<file path="src/rtl/exe_ctrl_pkg.sv">
// exe_ctrl_pkg: shared encodings for the EX-stage control unit.
// ALUOp classes, funct fields, ALU control codes, MDU op codes, FSM states.
package exe_ctrl_pkg;

  // ALUOp classes from the main decoder
  localparam logic [2:0] ALUOP_RTYPE = 3'b000;
  localparam logic [2:0] ALUOP_C1    = 3'b001;
  localparam logic [2:0] ALUOP_C2    = 3'b010;
  localparam logic [2:0] ALUOP_C3    = 3'b011;
  localparam logic [2:0] ALUOP_RSVD  = 3'b100;
  localparam logic [2:0] ALUOP_C5    = 3'b101;
  localparam logic [2:0] ALUOP_C6    = 3'b110;
  localparam logic [2:0] ALUOP_C7    = 3'b111;

  // R-type funct fields
  localparam logic [5:0] FUNCT_ADDU = 6'b100001;
  localparam logic [5:0] FUNCT_SUBU = 6'b100011;
  localparam logic [5:0] FUNCT_AND  = 6'b100100;
  localparam logic [5:0] FUNCT_OR   = 6'b100101;
  localparam logic [5:0] FUNCT_SLT  = 6'b101010;
  localparam logic [5:0] FUNCT_SRA  = 6'b000011;
  localparam logic [5:0] FUNCT_SRAV = 6'b000111;
  localparam logic [5:0] FUNCT_SLL  = 6'b000000;
  localparam logic [5:0] FUNCT_MULT = 6'b011000;
  localparam logic [5:0] FUNCT_JR   = 6'b001000;
  localparam logic [5:0] FUNCT_DIV  = 6'b011010;
  localparam logic [5:0] FUNCT_DIVU = 6'b011011;

  // ALU control codes (4-bit, zero-extended at the output)
  localparam logic [3:0] ALU_AND  = 4'b0000;
  localparam logic [3:0] ALU_OR   = 4'b0001;
  localparam logic [3:0] ALU_ADD  = 4'b0010;
  localparam logic [3:0] ALU_MDU  = 4'b0100;
  localparam logic [3:0] ALU_C5   = 4'b0101;
  localparam logic [3:0] ALU_SUB  = 4'b0110;
  localparam logic [3:0] ALU_SLT  = 4'b0111;
  localparam logic [3:0] ALU_C8   = 4'b1000;
  localparam logic [3:0] ALU_CA   = 4'b1010;
  localparam logic [3:0] ALU_CB   = 4'b1011;
  localparam logic [3:0] ALU_SLL  = 4'b1101;
  localparam logic [3:0] ALU_SRA  = 4'b1110;
  localparam logic [3:0] ALU_SRAV = 4'b1111;

  // MDU operation codes
  localparam logic [1:0] MDU_MUL = 2'b00;
  localparam logic [1:0] MDU_DIV = 2'b10;

  // Sequencer states
  localparam logic [1:0] ST_IDLE = 2'b00;
  localparam logic [1:0] ST_BUSY = 2'b01;
  localparam logic [1:0] ST_DONE = 2'b10;

  // Bits needed to hold max_lat-1 (at least one bit)
  function automatic int cnt_width(input int max_lat);
    return (max_lat > 1) ? $clog2(max_lat) : 1;
  endfunction

endpackage

</file>
<file path="src/rtl/exe_ctrl_seq_lat_cnt.sv">
// lat_cnt: loadable down-counter that flags when it holds the value 1.
module lat_cnt #(
  parameter int W       = 2,
  parameter int RST_VAL = 0,
  parameter int DEC     = 1
) (
  input  logic         clk_i,
  input  logic         rst_i,
  input  logic         clr_i,
  input  logic         load_i,
  input  logic [W-1:0] load_val_i,
  input  logic         dec_i,
  output logic         last_o
);

  logic [W-1:0] cnt_q;

  // Counter register: clear has priority over load, load over decrement
  always_ff @(posedge clk_i) begin
    if (rst_i || clr_i) begin
      cnt_q <= W'(RST_VAL);
    end else if (load_i) begin
      cnt_q <= load_val_i;
    end else if (dec_i) begin
      cnt_q <= cnt_q - W'(DEC);
    end
  end

  assign last_o = (cnt_q == W'(1));

endmodule

</file>
<file path="src/rtl/exe_ctrl_seq.sv">
// exe_ctrl_seq: EX-stage ALU control decode plus multi-cycle MDU sequencer.
// Optional divide support is enabled by defining EXE_CTRL_DIV_EN.
module exe_ctrl_seq
  import exe_ctrl_pkg::*;
#(
  parameter int CTRL_W  = 4,
  parameter int MUL_LAT = 4,
  parameter int DIV_LAT = 32
) (
  input  logic              clk_i,
  input  logic              rst_i,
  input  logic              valid_i,
  input  logic              flush_i,
  input  logic [5:0]        funct_i,
  input  logic [2:0]        ALUOp_i,
  output logic [CTRL_W-1:0] ALUCtrl_o,
  output logic              jr_o,
  output logic              illegal_o,
  output logic              stall_o,
  output logic              mdu_start_o,
  output logic [1:0]        mdu_op_o,
  output logic              mdu_sel_o
);

  if (CTRL_W < 4 || MUL_LAT < 1 || DIV_LAT < 1) begin : g_param_check
    $error("exe_ctrl_seq: CTRL_W must be >= 4, MUL_LAT and DIV_LAT >= 1");
  end

`ifdef EXE_CTRL_DIV_EN
  localparam int MAX_LAT = (DIV_LAT > MUL_LAT) ? DIV_LAT : MUL_LAT;
`else
  localparam int MAX_LAT = MUL_LAT;
`endif
  localparam int CNT_W = cnt_width(MAX_LAT);

  logic [3:0]       code;
  logic             bad;
  logic             is_mul;
  logic             is_div;
  logic [1:0]       state_q, state_d;
  logic [1:0]       op_q, op_d;
  logic             start;
  logic             cnt_load, cnt_dec, cnt_last;
  logic             multi;
  logic [CNT_W-1:0] load_val;
  int               lat_m1;

  // Combinational decode of ALUOp/funct; every path assigns every flag
  always_comb begin
    code   = ALU_AND;
    jr_o   = 1'b0;
    bad    = 1'b0;
    is_mul = 1'b0;
    is_div = 1'b0;
    case (ALUOp_i)
      ALUOP_RTYPE: begin
        case (funct_i)
          FUNCT_ADDU: code = ALU_ADD;
          FUNCT_SUBU: code = ALU_SUB;
          FUNCT_AND:  code = ALU_AND;
          FUNCT_OR:   code = ALU_OR;
          FUNCT_SLT:  code = ALU_SLT;
          FUNCT_SRA:  code = ALU_SRA;
          FUNCT_SRAV: code = ALU_SRAV;
          FUNCT_SLL:  code = ALU_SLL;
          FUNCT_MULT: begin
            code   = ALU_MDU;
            is_mul = 1'b1;
          end
          FUNCT_JR: begin
            code = ALU_AND;
            jr_o = 1'b1;
          end
`ifdef EXE_CTRL_DIV_EN
          FUNCT_DIV, FUNCT_DIVU: begin
            code   = ALU_MDU;
            is_div = 1'b1;
          end
`endif
          default: bad = 1'b1;
        endcase
      end
      ALUOP_C1:   code = ALU_ADD;
      ALUOP_C2:   code = ALU_C5;
      ALUOP_C3:   code = ALU_CB;
      ALUOP_C5:   code = ALU_C8;
      ALUOP_C6:   code = ALU_CA;
      ALUOP_C7:   code = ALU_OR;
      ALUOP_RSVD: bad  = 1'b1;
      default:    bad  = 1'b1;
    endcase
  end

  assign ALUCtrl_o = CTRL_W'(code);
  assign illegal_o = valid_i & bad;

  // Latency selection for the op being issued
  always_comb begin
`ifdef EXE_CTRL_DIV_EN
    lat_m1 = is_div ? (DIV_LAT - 1) : (MUL_LAT - 1);
`else
    lat_m1 = MUL_LAT - 1;
`endif
    load_val = CNT_W'(lat_m1);
    multi    = (lat_m1 != 0);
    op_d     = is_div ? MDU_DIV : MDU_MUL;
  end

  // Sequencer next state and stall/start/select; rst and flush squash all pulses
  always_comb begin
    state_d     = state_q;
    start       = 1'b0;
    stall_o     = 1'b0;
    mdu_sel_o   = 1'b0;
    cnt_load    = 1'b0;
    cnt_dec     = 1'b0;
    if (rst_i || flush_i) begin
      state_d = ST_IDLE;
    end else begin
      case (state_q)
        ST_IDLE: begin
          if (valid_i && (is_mul || is_div)) begin
            start    = 1'b1;
            stall_o  = 1'b1;
            cnt_load = 1'b1;
            state_d  = multi ? ST_BUSY : ST_DONE;
          end
        end
        ST_BUSY: begin
          stall_o = 1'b1;
          cnt_dec = 1'b1;
          if (cnt_last) state_d = ST_DONE;
        end
        ST_DONE: begin
          mdu_sel_o = 1'b1;
          state_d   = ST_IDLE;
        end
        default: state_d = ST_IDLE;
      endcase
    end
  end

  assign mdu_start_o = start;
  // The registered op covers BUSY/DONE; the start cycle shows the decoded op
  assign mdu_op_o    = (state_q == ST_IDLE) ? (start ? op_d : MDU_MUL) : op_q;

  // State register
  always_ff @(posedge clk_i) begin
    if (rst_i) state_q <= ST_IDLE;
    else       state_q <= state_d;
  end

  // MDU op captured at start and held until the operation retires
  always_ff @(posedge clk_i) begin
    if (rst_i)      op_q <= MDU_MUL;
    else if (start) op_q <= op_d;
  end

  lat_cnt #(
    .W       (CNT_W),
    .RST_VAL (0),
    .DEC     (1)
  ) u_lat_cnt (
    .clk_i      (clk_i),
    .rst_i      (rst_i),
    .clr_i      (flush_i),
    .load_i     (cnt_load),
    .load_val_i (load_val),
    .dec_i      (cnt_dec),
    .last_o     (cnt_last)
  );

endmodule

</file>
<file path="config.mk">
export PLATFORM = sky130hd
export DESIGN_NAME = exe_ctrl_seq
export DESIGN_NICKNAME = d
export VERILOG_FILES = /design/src/rtl/exe_ctrl_pkg.sv /design/src/rtl/exe_ctrl_seq_lat_cnt.sv /design/src/rtl/exe_ctrl_seq.sv
export SDC_FILE = /design/constraint.sdc
export NUM_CORES = 1
export LEC_CHECK = 0
export ABC_AREA = 1
export ABC_CLOCK_PERIOD_IN_PS = 1610
export CORE_MARGIN = 4
export CORE_UTILIZATION = 35
export DETAILED_ROUTE_END_ITERATION = 10
export PLACE_DENSITY = 0.68
export SETUP_SLACK_MARGIN = 0.02
export SYNTH_ARGS = -nofsm -noshare
export SYNTH_HDL_FRONTEND = slang
export SYNTH_SLANG_ARGS = --single-unit
</file>
<file path="constraint.sdc">
create_clock -name clk_i -period 1.61 [get_ports clk_i]
set_clock_uncertainty 0.05 [all_clocks]
set_input_delay 0.4025 -clock clk_i [delete_from_list [all_inputs] [get_ports clk_i]]
set_output_delay 0.4025 -clock clk_i [all_outputs]
set_load 0.1 [all_outputs]
</file>
Word level (Yosys, flattened, before mapping)
Cells that the tools add are included.
{"block": "totals", "ramBits": 0, "elab_cells": 56, "memories": 0, "latch_bits": 0, "output_inout_bits": 11, "rom_bits": 0, "inputBits": 13, "register_bits": 4}
{"block": "classes", "div_mod_pow": 0, "n_eq_ne": 21, "reduce_logical": 9, "muxes": 22, "shift": 0, "add_sub_neg": 1, "order_cmp": 0, "bitwise_logic": 1, "n_mul": 0}
{"op": "$pmux 4 s8", "count": 1}
{"op": "$eq 6x6->1 const B", "count": 5}
{"op": "$pmux 4 s7", "count": 1}
{"op": "$mux 1", "count": 13}
{"op": "$eq 3x3->1 const B", "count": 4}
{"op": "$reduce_or 10->1", "count": 1}
{"op": "$mux 2", "count": 4}
{"op": "$eq 3x2->1 const B", "count": 2}
{"op": "$eq 6x2->1 const B", "count": 1}
{"op": "$eq 6x3->1 const B", "count": 1}
{"op": "$eq 6x4->1 const B", "count": 1}
{"op": "$eq 6x5->1 const B", "count": 1}
{"op": "$logic_not 6->1", "count": 1}
{"op": "$eq 2x1->1 const B", "count": 2}
{"op": "$ne 2x2->1 const B", "count": 2}
{"op": "$pmux 1 s2", "count": 2}
{"op": "$pmux 2 s2", "count": 1}
{"op": "$eq 3x1->1 const B", "count": 1}
{"op": "$logic_not 3->1", "count": 1}
{"op": "$eq 2x2->1 const B", "count": 1}
{"op": "$logic_not 2->1", "count": 1}
{"op": "$reduce_and 2->1", "count": 1}
{"op": "$reduce_bool 2->1", "count": 1}
{"op": "$reduce_or 2->1", "count": 1}
{"op": "other kinds (4)", "count": 4}

Logic depth before layout (Yosys ltp)
{"block": "depth", "ltp_word": 8, "mapped_depth": 9, "ltp_nobuf": 9}

Modules after synthesis
From an unflattened synthesis, not the netlist that was laid out.
{"block": "hier_totals", "hier_cells": 101, "hier_area_um2": 550.5}
{"mod": "exe_ctrl_seq", "cells_each": 82, "seq_area_each_um2": 40.0, "area_per_inst_um2": 425.4, "n_inst": 1}
{"mod": "lat_cnt", "cells_each": 19, "seq_area_each_um2": 40.0, "area_per_inst_um2": 125.1, "n_inst": 1}

Worst setup path before layout
No wires, ideal clock.
{"block": "synth_timing", "path_type": "input port to output port", "startpoint": "in flush_i", "endpoint": "out mdu_sel_o", "path_buffers": 0, "arrival_ns": 2.658, "t_required_ns": 1.157, "slack_ns": -1.501, "cell_stages": 3, "cell_sequence": "nor2_1 inv_1 nor3_1"}
{"block": "synth_between", "elab_chain_len": 2}
{"item": "start: declaration", "line_no": "exe_ctrl_seq.sv:13", "rtl": "input logic flush_i,"}
{"item": "$logic_or 1x1->1", "line_no": "exe_ctrl_seq.sv:117", "rtl": "if (rst_i || flush_i) begin"}
{"item": "$mux 1", "line_no": "exe_ctrl_seq.sv:117"}
{"item": "end: declaration", "line_no": "exe_ctrl_seq.sv:22", "rtl": "output logic mdu_sel_o"}
Every way passes these cells.

Final worst setup path
{"block": "layout_timing", "startpoint": "in funct_i[4]", "endpoint": "out illegal_o"}
{"block": "layout_between", "elab_chain_len": 5, "word_cells_on_any_way": 14, "classes_between": "eq/ne (9); mux (2); bitwise (1); reduce/logical (2)"}
{"item": "start: declaration", "line_no": "exe_ctrl_seq.sv:14", "rtl": "input logic [5:0] funct_i,"}
{"item": "$eq 6x5->1, or another cell as far along", "line_no": "exe_ctrl_seq.sv:57", "rtl": "case (funct_i)"}
{"item": "$reduce_or 10->1 (no line) *"}
{"item": "$mux 1 *", "line_no": "exe_ctrl_seq.sv:57"}
{"item": "$pmux 1 s2 *", "line_no": "exe_ctrl_seq.sv:55", "rtl": "case (ALUOp_i)"}
{"item": "$and 1x1->1 *", "line_no": "exe_ctrl_seq.sv:95", "rtl": "assign illegal_o = valid_i & bad;"}
{"item": "end: declaration", "line_no": "exe_ctrl_seq.sv:18", "rtl": "output logic illegal_o,"}
Every way passes the cells marked *; elsewhere a longest branch is shown, timed or not.

==> flow_summary.ini <==
[outcome]
status = complete, but fails checks
violations = negative setup slack

[die]
die_width_um = 47.8
start_util = 0.367
dieArea_um2 = 2280
io_pins = 24
die_height_um = 47.8
fp-row-count = 14
core_area_um2 = 1510

[clocking]
cts_buffer_depth = 2
clk-insertion-delay-late_ns = 0.25
cts.htree.levels = 1
root_buffer = clkbuf_4
postCtsHoldBufs = 0
cts_tree = built
clock-sinks = 4
cts_buffers = 3
cts.clk_slew.worst_paths_ns = 0.04

[route]
drc = 0
wire_per_inst_um = 11.4
num_vias = 714
routed_wl_um = 1700
drt-initial-drc-count = 1
drt-vias-per-instance = 4.79
ant_nets = 0
first_pass_iters = 2

[global_route]
overflow = 0
grt_max_degree = 7
first_global_vias = 705
grt_pass1_wl_um = 2770
track_usage = 0.170
grt_antenna_before_repair = 0

[power]
p_switching_w = 0.000242
total_leakage_power_nw = 0.582
powerDensity_nw_per_um2 = 431
p_int_w = 0.000305
power.share.clock = 0.246
irDropWorstVdd_mv = 0.267
switching_share = 0.443
combPwrFrac = 0.572
seq_power_share = 0.182

[yosys]
yosys_warnings = 0
synthCells = 92
yosysUniqueCellTypes = 24
syn-cell-area_um2 = 553
yosys-top-cells-area = dfxtp_1, nand2_1, inv_1
synth-seq-area-share = 0.145
synth_top_area_frac = 0.145
synth_seq_cells = 4
syn_area_per_cell_um2 = 6.01
yosysTopAreaCell = dfxtp_1

[sta]
slew_violations = 0
hold_slack_ns = 0.513
fmax_mhz = 552
rsz0062_at_grt = true
finalSetupTns_ns = -1.16
fin_ws_ns = -0.202
period_share = 1.13
hold_violations = 0
finalCriticalPeriod_ns = 1.81
setup_violations = 8

[layout]
drive_gt1_frac = 0.699
seq_area_um2 = 81.3
multiInputGateArea_um2 = 586
final_nets = 149
synthToLayoutAreaGrowth_pct = 130
nFillCells = 88
diodes = 0

[critical_path]
critPathRequiredTime_ns = 1.16
crit_path_end_kind = primary output
cp_max_fo = 3
worstSetupPathType = in -> out
arrival_ns = 1.36
start_kind = primary input

[flow_run]
cap_viol_max_count = 0

[place]
place.gp.congestion = 0.851
place_hpwl_um = 1360
port_buffers = 21

[worst_hold_path]
hold_class = reg -> reg
-- path summary, 6_finish.rpt --
kind,from,to,slack [ns],depth (start not counted)
setup / recovery,funct_i[4],illegal_o,-0.20,10
hold / removal,u_lat_cnt.cnt_q[0],u_lat_cnt.cnt_q[0],0.51,3
setup reg to reg,state_q[0],u_lat_cnt.cnt_q[1],0.25,7
hold reg to reg,u_lat_cnt.cnt_q[0],u_lat_cnt.cnt_q[0],0.51,3
-- power groups by stage --
stage	clock network [W]	logic [W]	registers, W
2_1_floorplan	0	0.000172	0.000101
3_3_place_gp	0	0.000292	0.000101
3_5_place_dp	0	0.000296	0.000101
4_1_cts	0.000140	0.000296	0.0000995
5_1_grt	0.000146	0.000330	0.0000994
6_report	0.000135	0.000313	0.0000996
-- sequential cells by signal, indices dropped and copies added, names as in the netlist --
name and cells:
state_q 2, u_lat_cnt.cnt_q 2
-- cells in the final DEF (no fill, tap or decap), types with 2 or more instances in the layout --
master,n
inv_2,5
nor2_1,6
inv_12,2
nand3_2,5
nand4_1,2
buf_6,8
buf_4,15
o21ai_2,3
o21ai_0,2
nor2_2,3
nand3_1,3
inv_1,7
nand2_1,12
clkbuf_2,2
buf_12,11
nor2_4,9
conb_1,2
buf_2,2
dfxtp_1,3
nand2_2,7
nand2_4,3
clkbuf_4,3
-- per-layer routing --
metal	up-vias	GRT usage	wire, µm
li1	374	-	-
met1	315	0.201	676
met2	20	0.303	894
met3	5	0.0376	86
met4	0	0.0484	40
met5	-	0	0
-- repair_timing --
item,CTS,global route
pin swaps,22,20
setup buffers,2,1
resized for setup,54,38
endpoints found under the setup margin,12,9
-- metrics by stage --
step / util / setup slack [ns] / power (W) / cell area (µm²) / cells
2_1_floorplan: - / -0.233 / 0.000274 / 722 / 93
3_3_place_gp: 0.775 / -0.738 / 0.000393 / 1170 / 145
3_5_place_dp: 0.775 / -0.742 / 0.000397 / 1170 / 145
4_1_cts: 0.799 / -0.277 / 0.000536 / 1200 / 149
5_1_grt: 0.844 / -0.290 / 0.000575 / 1270 / 149
6_report: 0.844 / -0.202 / 0.000547 / 1270 / 149
-- cell type report --
class	count	area share
Multi-Input combinational cell	70	0.461
Clock buffer	3	0.0177
Timing Repair Buffer	39	0.360
Tap cell	16	0.0157
Inverter	17	0.0817
Sequential cell	4	0.0640
-- critical path: stages --
cell and delay [ns]:
buf_8 0.10, inv_6 0.03, nand2_4 0.06, nor2_4 0.05, nand2_2 0.07, nand2_2 0.07, nor2_1 0.11, nand2_1 0.10
a21oi_4 0.18, buf_12 0.19
-- synthesized netlist by cell type --
cell      instances
o21ai_1           2
nor4_4            1
nor2_4            2
nand4_2           1
o21ai_2           2
buf_4             2
a21oi_2           1
nand2_2           2
nand3_1           7
nand4_1           2
nor2_1           13
a21oi_1           2
nor3_1            1
a41oi_1           1
nand3_2           2
nand3b_4          1
dfxtp_1           4
inv_1            14
nor2_2            3
o21ai_0           3
conb_1            1
inv_2             3
nand2_1          21
ha_1              1
-- kinds of logic (layout without fill, tap and decap cells) --
family          after synthesis  after routing  synth area share
flops                         4              4             0.145
other cells                   1              2           0.00678
fa+ha+maj                     1              1            0.0226
buf+inv                      19             59             0.143
compound gates               11             11             0.127
simple gates                 56             56             0.557
(Power assumes the default switching activity.)
